==> src/rtl/check_node_pkg.sv <==
// rtl/check_node_pkg.sv - shared constants and encodings for the check-node insertion sorter
package check_node_pkg;

    localparam int WIDTH_DEFAULT     = 5;
    localparam int DEPTH_DEFAULT     = 4;
    localparam int CNT_WIDTH_DEFAULT = 3;

    localparam logic [WIDTH_DEFAULT:0] MAX_VALUE = '1;

    typedef enum logic {
        COLLECT = 1'b0,
        DRAIN   = 1'b1
    } sorter_state_t;

    typedef enum logic [1:0] {
        CELL_HOLD      = 2'd0,
        CELL_INSERT    = 2'd1,
        CELL_SHIFT_OUT = 2'd2,
        CELL_CLEAR     = 2'd3
    } cell_mode_t;

endpackage

==> src/rtl/check_node_sort_cell.sv <==
// rtl/check_node_sort_cell.sv - one sorted slot: hold, insert/shift-down, shift-out or clear
module check_node_sort_cell
    import check_node_pkg::*;
#(
    parameter int WIDTH = WIDTH_DEFAULT
) (
    input  logic             clk,
    input  logic             rst_n,
    input  cell_mode_t       mode,
    input  logic [WIDTH:0]   new_value,
    input  logic [WIDTH:0]   upper_value,
    input  logic [WIDTH:0]   lower_value,
    input  logic             upper_less,
    output logic [WIDTH:0]   slot_value,
    output logic             new_less
);

    localparam logic [WIDTH:0] SLOT_MAX = '1;

    // Strict compare keeps equal entries ahead of the newcomer.
    assign new_less = (new_value < slot_value);

    always_ff @(posedge clk or negedge rst_n) begin
        if (!rst_n) begin
            slot_value <= SLOT_MAX;
        end else begin
            case (mode)
                CELL_INSERT: begin
                    if (upper_less) begin
                        slot_value <= upper_value;
                    end else if (new_less) begin
                        slot_value <= new_value;
                    end
                end
                CELL_SHIFT_OUT: slot_value <= lower_value;
                CELL_CLEAR:     slot_value <= SLOT_MAX;
                default:        slot_value <= slot_value;
            endcase
        end
    end

endmodule

==> src/rtl/check_node_insertion_sorter.sv <==
// rtl/check_node_insertion_sorter.sv - keeps the DEPTH smallest values of a frame and drains them in order
module check_node_insertion_sorter
    import check_node_pkg::*;
#(
    parameter int WIDTH     = WIDTH_DEFAULT,
    parameter int DEPTH     = DEPTH_DEFAULT,
    parameter int CNT_WIDTH = CNT_WIDTH_DEFAULT
) (
    input  logic             clk,
    input  logic             rst_n,
    input  logic             in_valid,
    input  logic [WIDTH:0]   in_data,
    input  logic             in_last,
    output logic             in_ready,
    output logic             out_valid,
    output logic [WIDTH:0]   out_data,
    output logic             out_last,
    input  logic             out_ready
);

    localparam logic [WIDTH:0]       SLOT_MAX  = '1;
    localparam logic [CNT_WIDTH-1:0] CNT_DEPTH = CNT_WIDTH'(DEPTH);
    localparam logic [CNT_WIDTH-1:0] CNT_ONE   = CNT_WIDTH'(1);

    sorter_state_t        state;
    sorter_state_t        state_next;
    cell_mode_t           cell_mode;
    logic [CNT_WIDTH-1:0] count;

    logic [WIDTH:0] slots       [DEPTH];
    logic [WIDTH:0] upper_vals  [DEPTH];
    logic [WIDTH:0] lower_vals  [DEPTH];
    logic           new_less    [DEPTH];
    logic           upper_less  [DEPTH];

    for (genvar i = 0; i < DEPTH; i++) begin : g_cell
        if (i == 0) begin : g_top
            assign upper_vals[i] = SLOT_MAX;
            assign upper_less[i] = 1'b0;
        end else begin : g_mid
            assign upper_vals[i] = slots[i-1];
            assign upper_less[i] = new_less[i-1];
        end

        // The bottom slot refills with MAX while draining.
        if (i == DEPTH - 1) begin : g_bottom
            assign lower_vals[i] = SLOT_MAX;
        end else begin : g_inner
            assign lower_vals[i] = slots[i+1];
        end

        check_node_sort_cell #(
            .WIDTH (WIDTH)
        ) u_cell (
            .clk         (clk),
            .rst_n       (rst_n),
            .mode        (cell_mode),
            .new_value   (in_data),
            .upper_value (upper_vals[i]),
            .lower_value (lower_vals[i]),
            .upper_less  (upper_less[i]),
            .slot_value  (slots[i]),
            .new_less    (new_less[i])
        );
    end

    always_ff @(posedge clk or negedge rst_n) begin
        if (!rst_n) begin
            state <= COLLECT;
        end else begin
            state <= state_next;
        end
    end

    always_comb begin
        state_next = state;
        cell_mode  = CELL_HOLD;
        case (state)
            COLLECT: begin
                if (in_valid) begin
                    cell_mode = CELL_INSERT;
                    if (in_last) begin
                        state_next = DRAIN;
                    end
                end
            end
            DRAIN: begin
                if (out_ready) begin
                    if (count == CNT_ONE) begin
                        cell_mode  = CELL_CLEAR;
                        state_next = COLLECT;
                    end else begin
                        cell_mode  = CELL_SHIFT_OUT;
                    end
                end
            end
            default: state_next = COLLECT;
        endcase
    end

    // Count tracks valid entries, so a real MAX value still gets emitted.
    always_ff @(posedge clk or negedge rst_n) begin
        if (!rst_n) begin
            count <= '0;
        end else if (state == COLLECT && in_valid) begin
            if (count < CNT_DEPTH) begin
                count <= count + CNT_ONE;
            end
        end else if (state == DRAIN && out_ready) begin
            count <= count - CNT_ONE;
        end
    end

    assign in_ready  = (state == COLLECT);
    assign out_valid = (state == DRAIN);
    assign out_data  = slots[0];
    assign out_last  = (state == DRAIN) && (count == CNT_ONE);

endmodule

==> config.mk <==
export PLATFORM = sky130hd
export DESIGN_NAME = check_node_insertion_sorter
export DESIGN_NICKNAME = d
export VERILOG_FILES = /design/src/rtl/check_node_pkg.sv /design/src/rtl/check_node_sort_cell.sv /design/src/rtl/check_node_insertion_sorter.sv
export SDC_FILE = /design/constraint.sdc
export NUM_CORES = 1
export LEC_CHECK = 0
export CAP_MARGIN = 20
export CORE_UTILIZATION = 53
export DETAILED_ROUTE_END_ITERATION = 8
export GPL_ROUTABILITY_DRIVEN = 0
export MAX_ROUTING_LAYER = met4
export PLACE_DENSITY = 0.81
export SLEW_MARGIN = 20
export SYNTH_ARGS = -nofsm -noshare
export SYNTH_HDL_FRONTEND = slang
export SYNTH_SLANG_ARGS = --single-unit
==> constraint.sdc <==
create_clock -name clk -period 4.4 [get_ports clk]
set_input_delay 0.44 -clock clk [delete_from_list [all_inputs] [get_ports clk]]
set_output_delay 0.44 -clock clk [all_outputs]
set_load 0.02 [all_outputs]
* Yosys cells after proc, flatten, opt, wreduce, memory -nomap -nowiden
Index checks and enable logic that the tools add are counted.
Storage, ports and cells: register bits 28, input port bits 11, output and inout bits 9, logic and storage cells 58
Operators by class: add/subtract/negate cells 2, order comparisons 5, equal/unequal tests 9, multiplexer cells 23, bitwise gates (word level) 1, reductions and logical operators 12
Operators with widths (count):
- $pmux W6 S3 | 3
- $mux W6 | 7
- $lt A6 B6 Y1 | 4
- $pmux W6 S2 | 1
- $reduce_and A2 Y1 | 5
- $mux W3 | 3
- $ne A3 B1 Y1 const B | 3
- $mux W1 | 6
- $eq A2 B2 Y1 const B | 2
- $ne A2 B1 Y1 const B | 2
- $pmux W2 S2 | 1
- $reduce_bool A2 Y1 | 2
- $add A3 B1 Y3 const B | 1
- $eq A3 B1 Y1 const B | 1
- $logic_and A1 B1 Y1 | 3
- $lt A3 B3 Y1 const B | 1
- $reduce_bool A3 Y1 | 1
- $sub A3 B1 Y3 const B | 1
- $eq A2 B1 Y1 const B | 1
- $mux W2 | 1
- $pmux W1 S2 | 1
- $reduce_or A2 Y1 | 1
- $not A1 Y1 | 1

* Logic depth before layout (Yosys ltp)
Gate-level depths: netlist (run 1).
word-level depth 8, depth in mapped cells 7, depth with buffers taken out 7

* By module
From an unflattened synthesis (run 1), not the netlist that was laid out.
Second synthesis, totals: cell total of the unflattened synthesis 262, area, all modules 2393.5 µm²
By module, submodules not included:
- check_node_sort_cell | instances 4, cells an instance 58, area each 525.5 µm², sequential area each 157.7 µm²
- check_node_insertion_sorter | instances 1, cells an instance 30, area each 291.5 µm², sequential area each 100.1 µm²

* Worst setup path before layout (run 1)
Ideal clock, no wire load.
path kind flip-flop to flip-flop, start point reg g_cell[2].u_cell.slot_value[4], end point reg g_cell[2].u_cell.slot_value[0], setup time 0.082 ns, arrival 2.055 ns, data required time 4.318 ns, path slack 2.263 ns, stages on the path, launching flop included 8, path buffers 0, clock period less this slack 2.137 ns, cells stage by stage dfstp_2 > inv_1 > ha_1 > a41o_1 > a21oi_1 > o21ai_4 > o211ai_4 > mux2_4
On the way: cells in the longest elaborated chain, start to end 3
Ends and longest elaborated chain:
- start: declaration | RTL line check_node_sort_cell.sv:14 | output logic [WIDTH:0] slot_value,
- start signal: assignment | RTL line check_node_sort_cell.sv:30 | slot_value <= upper_value;
- start signal: assignment | RTL line check_node_sort_cell.sv:32 | slot_value <= new_value;
- start signal: assignment | RTL line check_node_sort_cell.sv:35 | CELL_SHIFT_OUT: slot_value <= lower_value;
- $lt A6 B6 Y1 | RTL line check_node_sort_cell.sv:21 | assign new_less = (new_value < slot_value);
- $ne A3 B1 Y1 (no line)
- $reduce_and A2 Y1 (no line)
No other way between the ends. A chain may end at the register's enable or synchronous reset.

* Worst setup path after layout (run 1)
start point in in_data[4], end point reg g_cell[3].u_cell.slot_value[0]
On the way: cells in the longest elaborated chain, start to end 3, elaborated cells on any way between the ends 6, classes of those cells 2 x order compare; 1 x eq/ne; 2 x mux; 1 x reduce/logical
Ends and longest elaborated chain:
- start: declaration | RTL line check_node_insertion_sorter.sv:12 | input logic [WIDTH:0] in_data,
- $lt A6 B6 Y1 | RTL line check_node_sort_cell.sv:21
- $mux W6 or $ne A3 B1 Y1 (tied branches)
- $pmux W6 S2 or $reduce_and A2 Y1 (tied branches)
- end signal: assignment | RTL line check_node_sort_cell.sv:30
- end signal: assignment | RTL line check_node_sort_cell.sv:32
- end signal: assignment | RTL line check_node_sort_cell.sv:35
- end: declaration | RTL line check_node_sort_cell.sv:14
Parallel ways exist; a longest one is shown, timed or not.

==> metrics.md, run 1 <==
| Metric | Value |
|---|---|
| Die footprint | `4550 um^2` |
| Tot Pwr | `0.00189 W` |
| DIE HEIGHT | `67.4 um` |
| Root Driver | `clkbuf_8` |
| Layout fillers | `323` |
| Max Cap Viol | `0` |
| CP Cell Sequence | `clkdlybuf4s50_1 -> ha_1 -> a41o_1 -> a21oi_1 -> o21ai_4 -> o211ai_4 -> mux2_4` |
| Vias in the first global route | `1658` |
| Post-CTS Setup Inserts | `0` |
| Post-DRT Antenna Nets | `0` |
| Power Density | `740 nW/um^2` |
| Post-Synthesis Net Count | `252` |
| Worst-path fanout max | `8` |
| Area growth syn-to-layout | `12.6%` |
| H-tree depth | `1` |
| Ant diodes | `0` |
| Core Region | `4060 um^2` |
| Worst EP arrival | `2.72 ns` |
| Worst EP required | `4.63 ns` |
| CTS buffer count | `3` |
| Total global-route track usage | `23.5%` |
| Crit path kind | `in -> reg` |
| Nets@finish | `269` |
| CP max-delay cell | `clkdlybuf4s50_1` |
| Async set-reset flop share out of synthesis | `100%` |
| RSZ-0062 raised after global routing | `no` |
| # rows | `23` |
| Wirelength, routed | `4610 um` |
| PostCTS Resize Cnt | `0` |
| Mapped Cells | `218` |
| Most frequent cells in the layout | `30 x o22ai_1, 25 x inv_1, 24 x mux2i_1, 24 x dfstp_2, 23 x ha_1` |
| Setup TNS | `0 ns` |
| Drt first pass iters | `4` |
| Remaining DRCs | `0` |
| Clock skew | `0.00466 ns` |
| Detailed Route Iter0 Violations | `103` |
| # IOs | `20` |
| Sequential fraction of the synthesis area | `32.2%` |
| Via density | `6.04` |
| Multi-input logic area | `1390 um^2` |
| Status | `completed` |
| Initial antenna violation count | `0` |
| HPWL after DPL | `3530 um` |
| CP endpoint kind | `register` |
| WL/cell | `16.2 um` |
| Mapped Area | `2270 um^2` |
| Syn. warnings | `0` |
| Register area | `731 um^2` |
| Leakage power | `1.23 nW` |
| HP Class | `reg -> reg` |
| CTS Hold Bufs | `0` |
| Sink Count | `28` |
| Port bufs | `19` |
| Reg-to-reg slack, setup | `2.12 ns` |
| Maximum VDD drop | `305 uV` |
| Fin crit period | `2.49 ns` |
| Worst Setup Start Kind | `primary input` |
| Slew headroom | `41.8%` |
| EDFF count, synth | `0` |
| Share of cells above drive strength 1 | `25.6%` |
| Initial Util | `55.9%` |
| Via count | `1714` |
| Endpoints failing hold | `0` |
| Largest net degree at the start of global routing | `31` |
| Number of library cell types mapped by synthesis | `38` |
| Die X | `67.4 um` |
| Delay of the slowest critical-path stage | `0.66 ns` |
| Worst skew pair latency | `0.29 ns` |
| Worst Max-Slew Pin Slew | `0.873 ns` |
| Final Setup Violations | `0` |
| GRT overflow | `0` |
| Most common cell after layout, fill and taps aside | `o22ai_1` |
| Clock transition at path regs | `0.10 ns` |
| Synthesis-stage register bit count | `28` |
| Main synth FF type | `dfstp_2` |
| CTS tree | `built` |
| Final Max Slew Viols | `0` |
| First-pass GRT wire length | `7690 um` |
| Period Utilization, post-route | `56.6%` |
| Syn avg cell area | `10.4 um^2` |
| Fmax | `402 MHz` |
| Bufs on Longest Clock Path | `2` |
-- Yosys cell counts, types with 2 or more instances --
| library cell | number | share of area [%] |
|---|---|---|
| mux2_4 | 3 | 2.0 |
| o22ai_1 | 30 | 8.3 |
| nand2b_1 | 5 | 1.4 |
| o221ai_4 | 2 | 2.3 |
| ha_1 | 23 | 13 |
| a21o_1 | 4 | 1.3 |
| nor2_1 | 13 | 2.2 |
| a21oi_2 | 3 | 1.2 |
| a21oi_1 | 6 | 1.3 |
| nand4_1 | 3 | 0.83 |
| nand2_1 | 2 | 0.33 |
| buf_2 | 6 | 1.3 |
| mux2i_1 | 24 | 11 |
| o211ai_4 | 3 | 2.8 |
| a211oi_1 | 2 | 0.66 |
| o21ai_2 | 2 | 0.77 |
| a41o_1 | 2 | 0.88 |
| a31oi_1 | 2 | 0.55 |
| mux2_2 | 14 | 6.9 |
| inv_1 | 25 | 4.1 |
| dfrtp_1 | 4 | 4.4 |
| dfstp_2 | 24 | 28 |
-- critical path, delay by kind of cell --
| kind | cells | cell delay (ns) |
|---|---|---|
| adders and majority gates | 1 | 0.32 |
| buffers and inverters | 1 | 0.66 |
| muxes | 1 | 0.33 |
| AOI/OAI and AO/OA | 4 | 0.96 |
-- path summary, 6_finish.rpt --
check | start | to | cells after the start
max in group asynchronous | rst_n | g_cell[0].u_cell.slot_value[3] | 2
worst min-delay path | g_cell[0].u_cell.slot_value[0] | g_cell[0].u_cell.slot_value[0] | 2
worst min register to register | g_cell[0].u_cell.slot_value[0] | g_cell[0].u_cell.slot_value[0] | 2
worst max register to register | g_cell[2].u_cell.slot_value[4] | g_cell[3].u_cell.slot_value[0] | 7
worst max-delay path | in_data[4] | g_cell[3].u_cell.slot_value[0] | 7
min in group asynchronous | rst_n | count[0] | 2
-- routing by layer --
layer  track usage, %  part of all wire (%)  up-vias
met5                -                     0        -
met4             8.51                   1.0        0
met1             30.3                    47      826
met3             2.87                   4.4        4
li1                 -                     -      844
met2             37.9                    48       40
-- cell families after synthesis --
| kind of cell | share of synthesized area [%] |
|---|---|
| buf+inv | 6.62 |
| compound gates | 22.3 |
| fa+ha+maj | 12.7 |
| mux | 20.0 |
| simple gates | 5.74 |
| xor+xnor | 0.386 |
| flops | 32.2 |
-- metrics by stage --
stage / hold slack [ns] / instances / util, % / cell area [um^2] / setup slack, ns
3_3_place_gp: 0.472 / 280 / 61.2 / 2480 / 1.66
4_1_cts: 0.513 / 284 / 63.0 / 2550 / 1.92
3_5_place_dp: 0.497 / 280 / 61.2 / 2480 / 1.59
5_1_grt: 0.523 / 284 / 63.0 / 2550 / 1.82
2_1_floorplan: 0.144 / 218 / - / 2270 / 2.26
6_report: 0.504 / 284 / 63.0 / 2550 / 1.91
-- state kept, by name, indices dropped and copies added, names as in the netlist --
name / count
g_cell.u_cell.slot_value: 24
count: 3
out_valid: 1
-- report_power, final --
part / internal, W / switching, W
sequential: 0.000452 / 0.000116
clock: 0.000122 / 0.0000901
combinational: 0.000531 / 0.000577
total: 0.00111 / 0.000784
-- layout make-up --
| cell class | instances | area share [%] |
|---|---|---|
| Clock inverter | 1 | 1.18 |
| Sequential cell | 28 | 28.6 |
| Tap cell | 50 | 2.45 |
| Timing Repair Buffer | 21 | 8.03 |
| Inverter | 26 | 3.82 |
| Multi-Input combinational cell | 155 | 54.3 |
| Clock buffer | 3 | 1.62 |
Power figures use the tool's default switching activity.
==> run 2: changes to the inputs <==
==> constraint.sdc (replaced) <==
create_clock -name clk -period 2.3 [get_ports clk]
set_input_delay 0.23 -clock clk [delete_from_list [all_inputs] [get_ports clk]]
set_output_delay 0.23 -clock clk [all_outputs]
set_load 0.02 [all_outputs]
==> metrics.md, run 2 (synthesis results as in run 1) <==
| Metric | Value |
|---|---|
| Period Utilization, post-route | `92.9%` |
| Share of cells above drive strength 1 | `32.9%` |
| Worst EP required | `2.51 ns` |
| Largest Register | `g_cell.u_cell.slot_value` |
| Worst-path fanout max | `5` |
| Largest net degree at the start of global routing | `29` |
| Wirelength, routed | `5010 um` |
| First-pass GRT wire length | `8650 um` |
| HPWL after DPL | `3890 um` |
| Max Cap Viol | `0` |
| Final hold slack | `0.327 ns` |
| Bufs on Longest Clock Path | `2` |
| Post-DRT Antenna Nets | `0` |
| DIE HEIGHT | `67.4 um` |
| Nets@finish | `293` |
| Final Max Slew Viols | `0` |
| Die footprint | `4550 um^2` |
| Largest register FFs | `24` |
| Most common cell after layout, fill and taps aside | `o22ai_1` |
| Post-CTS Setup Inserts | `0` |
| Total global-route track usage | `26.1%` |
| Worst Max-Slew Pin Slew | `0.508 ns` |
| Most frequent cells in the layout | `30 x o22ai_1, 25 x inv_1, 24 x mux2i_1, 24 x dfstp_2, 24 x buf_4` |
| Final Setup Violations | `0` |
| # rows | `23` |
| Drt first pass iters | `4` |
| Ant diodes | `0` |
| Power Density | `1380 nW/um^2` |
| Final core occ | `67.7%` |
| Clock transition at path regs | `0.11 ns` |
| WL/cell | `16.3 um` |
| GRT overflow | `0` |
| Area growth syn-to-layout | `21.1%` |
| Initial antenna violation count | `0` |
| H-tree depth | `1` |
| Crit path kind | `reg -> reg` |
| CP endpoint kind | `register` |
| Leakage power | `1.35 nW` |
| HP Class | `in -> async` |
| Maximum VDD drop | `657 uV` |
| RSZ-0062 raised after global routing | `no` |
| Fmax | `468 MHz` |
| Port bufs | `19` |
| Vias in the first global route | `1839` |
| # IOs | `20` |
| Die X | `67.4 um` |
| Slew headroom | `66.1%` |
| CTS tree | `built` |
| Core Region | `4060 um^2` |
| Worst skew pair latency | `0.28 ns` |
| Fin crit period | `2.14 ns` |
| Endpoints failing hold | `0` |
| Remaining DRCs | `0` |
| Tot Pwr | `0.00379 W` |
| Worst Setup Start Kind | `register` |
| Root Driver | `clkbuf_8` |
| Via density | `5.93` |
| Worst EP arrival | `2.35 ns` |
| CTS buffer count | `3` |
| Status | `completed` |
| Sink Count | `28` |
| Clock skew | `0.00517 ns` |
| Detailed Route Iter0 Violations | `114` |
| Via count | `1825` |
| Initial Util | `55.9%` |
==> run 2: final cells by class <==
type,instances,area (um^2)
Sequential cell,28,731
Inverter,26,97.6
Timing Repair Buffer,45,410
Clock buffer,4,55.1
Fill cell,312,1310
Multi-Input combinational cell,155,1390
Tap cell,50,62.6
==> run 2: worst paths after layout <==
| path | startpoint | end | cells after the start | slack (ns) |
|---|---|---|---|---|
| max | g_cell[1].u_cell.slot_value[5] | g_cell[1].u_cell.slot_value[1] | 8 | 0.16 |
| min | rst_n | out_valid | 2 | 0.33 |
| max reg2reg | g_cell[1].u_cell.slot_value[5] | g_cell[1].u_cell.slot_value[1] | 8 | 0.16 |
| min reg2reg | g_cell[0].u_cell.slot_value[0] | g_cell[0].u_cell.slot_value[0] | 2 | 0.50 |
| max in group asynchronous | rst_n | g_cell[3].u_cell.slot_value[2] | 2 | 1.66 |
| min in group clk | g_cell[0].u_cell.slot_value[0] | g_cell[0].u_cell.slot_value[0] | 2 | 0.50 |
==> run 2: per-stage QoR <==
stage	std cells	TNS (ns)	area (um^2)	setup slack (ns)
finish	308	0	2750	0.163
detailed placement	304	-1.93	2690	-0.126
floorplan	218	0	2270	0.163
CTS	308	0	2740	0.101
global route	308	0	2750	0.0303
global placement	304	-1.35	2690	-0.109
==> run 2: repair_timing <==
| item | 4_1_cts | 5_1_grt |
|---|---|---|
| endpoints found under the setup margin | 0 | 1 |
| gates resized for setup | 0 | 1 |
| hold buffers | 0 | 0 |
==> run 2: critical path: stages, from the launching register on <==
cell and delay (ns):
dfstp_2 0.56, inv_1 0.05, ha_1 0.31, a41o_1 0.26, a21oi_2 0.21, o221ai_4 0.18
o211ai_4 0.15, buf_12 0.15, mux2i_1 0.19
==> run 2: report_power, final <==
part / switching (W) / leakage, nW / internal, W / total (W)
registers: 0.000237 / 0.297 / 0.000867 / 0.00110
logic: 0.00116 / 1.02 / 0.00121 / 0.00237
clock network: 0.000170 / 0.0288 / 0.000154 / 0.000323
total: 0.00156 / 1.35 / 0.00223 / 0.00379
==> run 2: per-layer routing <==
| layer | GRT usage, % | share of wire, % |
|---|---|---|
| met1 | 33.8 | 50 |
| met2 | 43.4 | 47 |
| met3 | 3.04 | 2.0 |
| met4 | 5.85 | 1.2 |
| met5 | - | 0 |
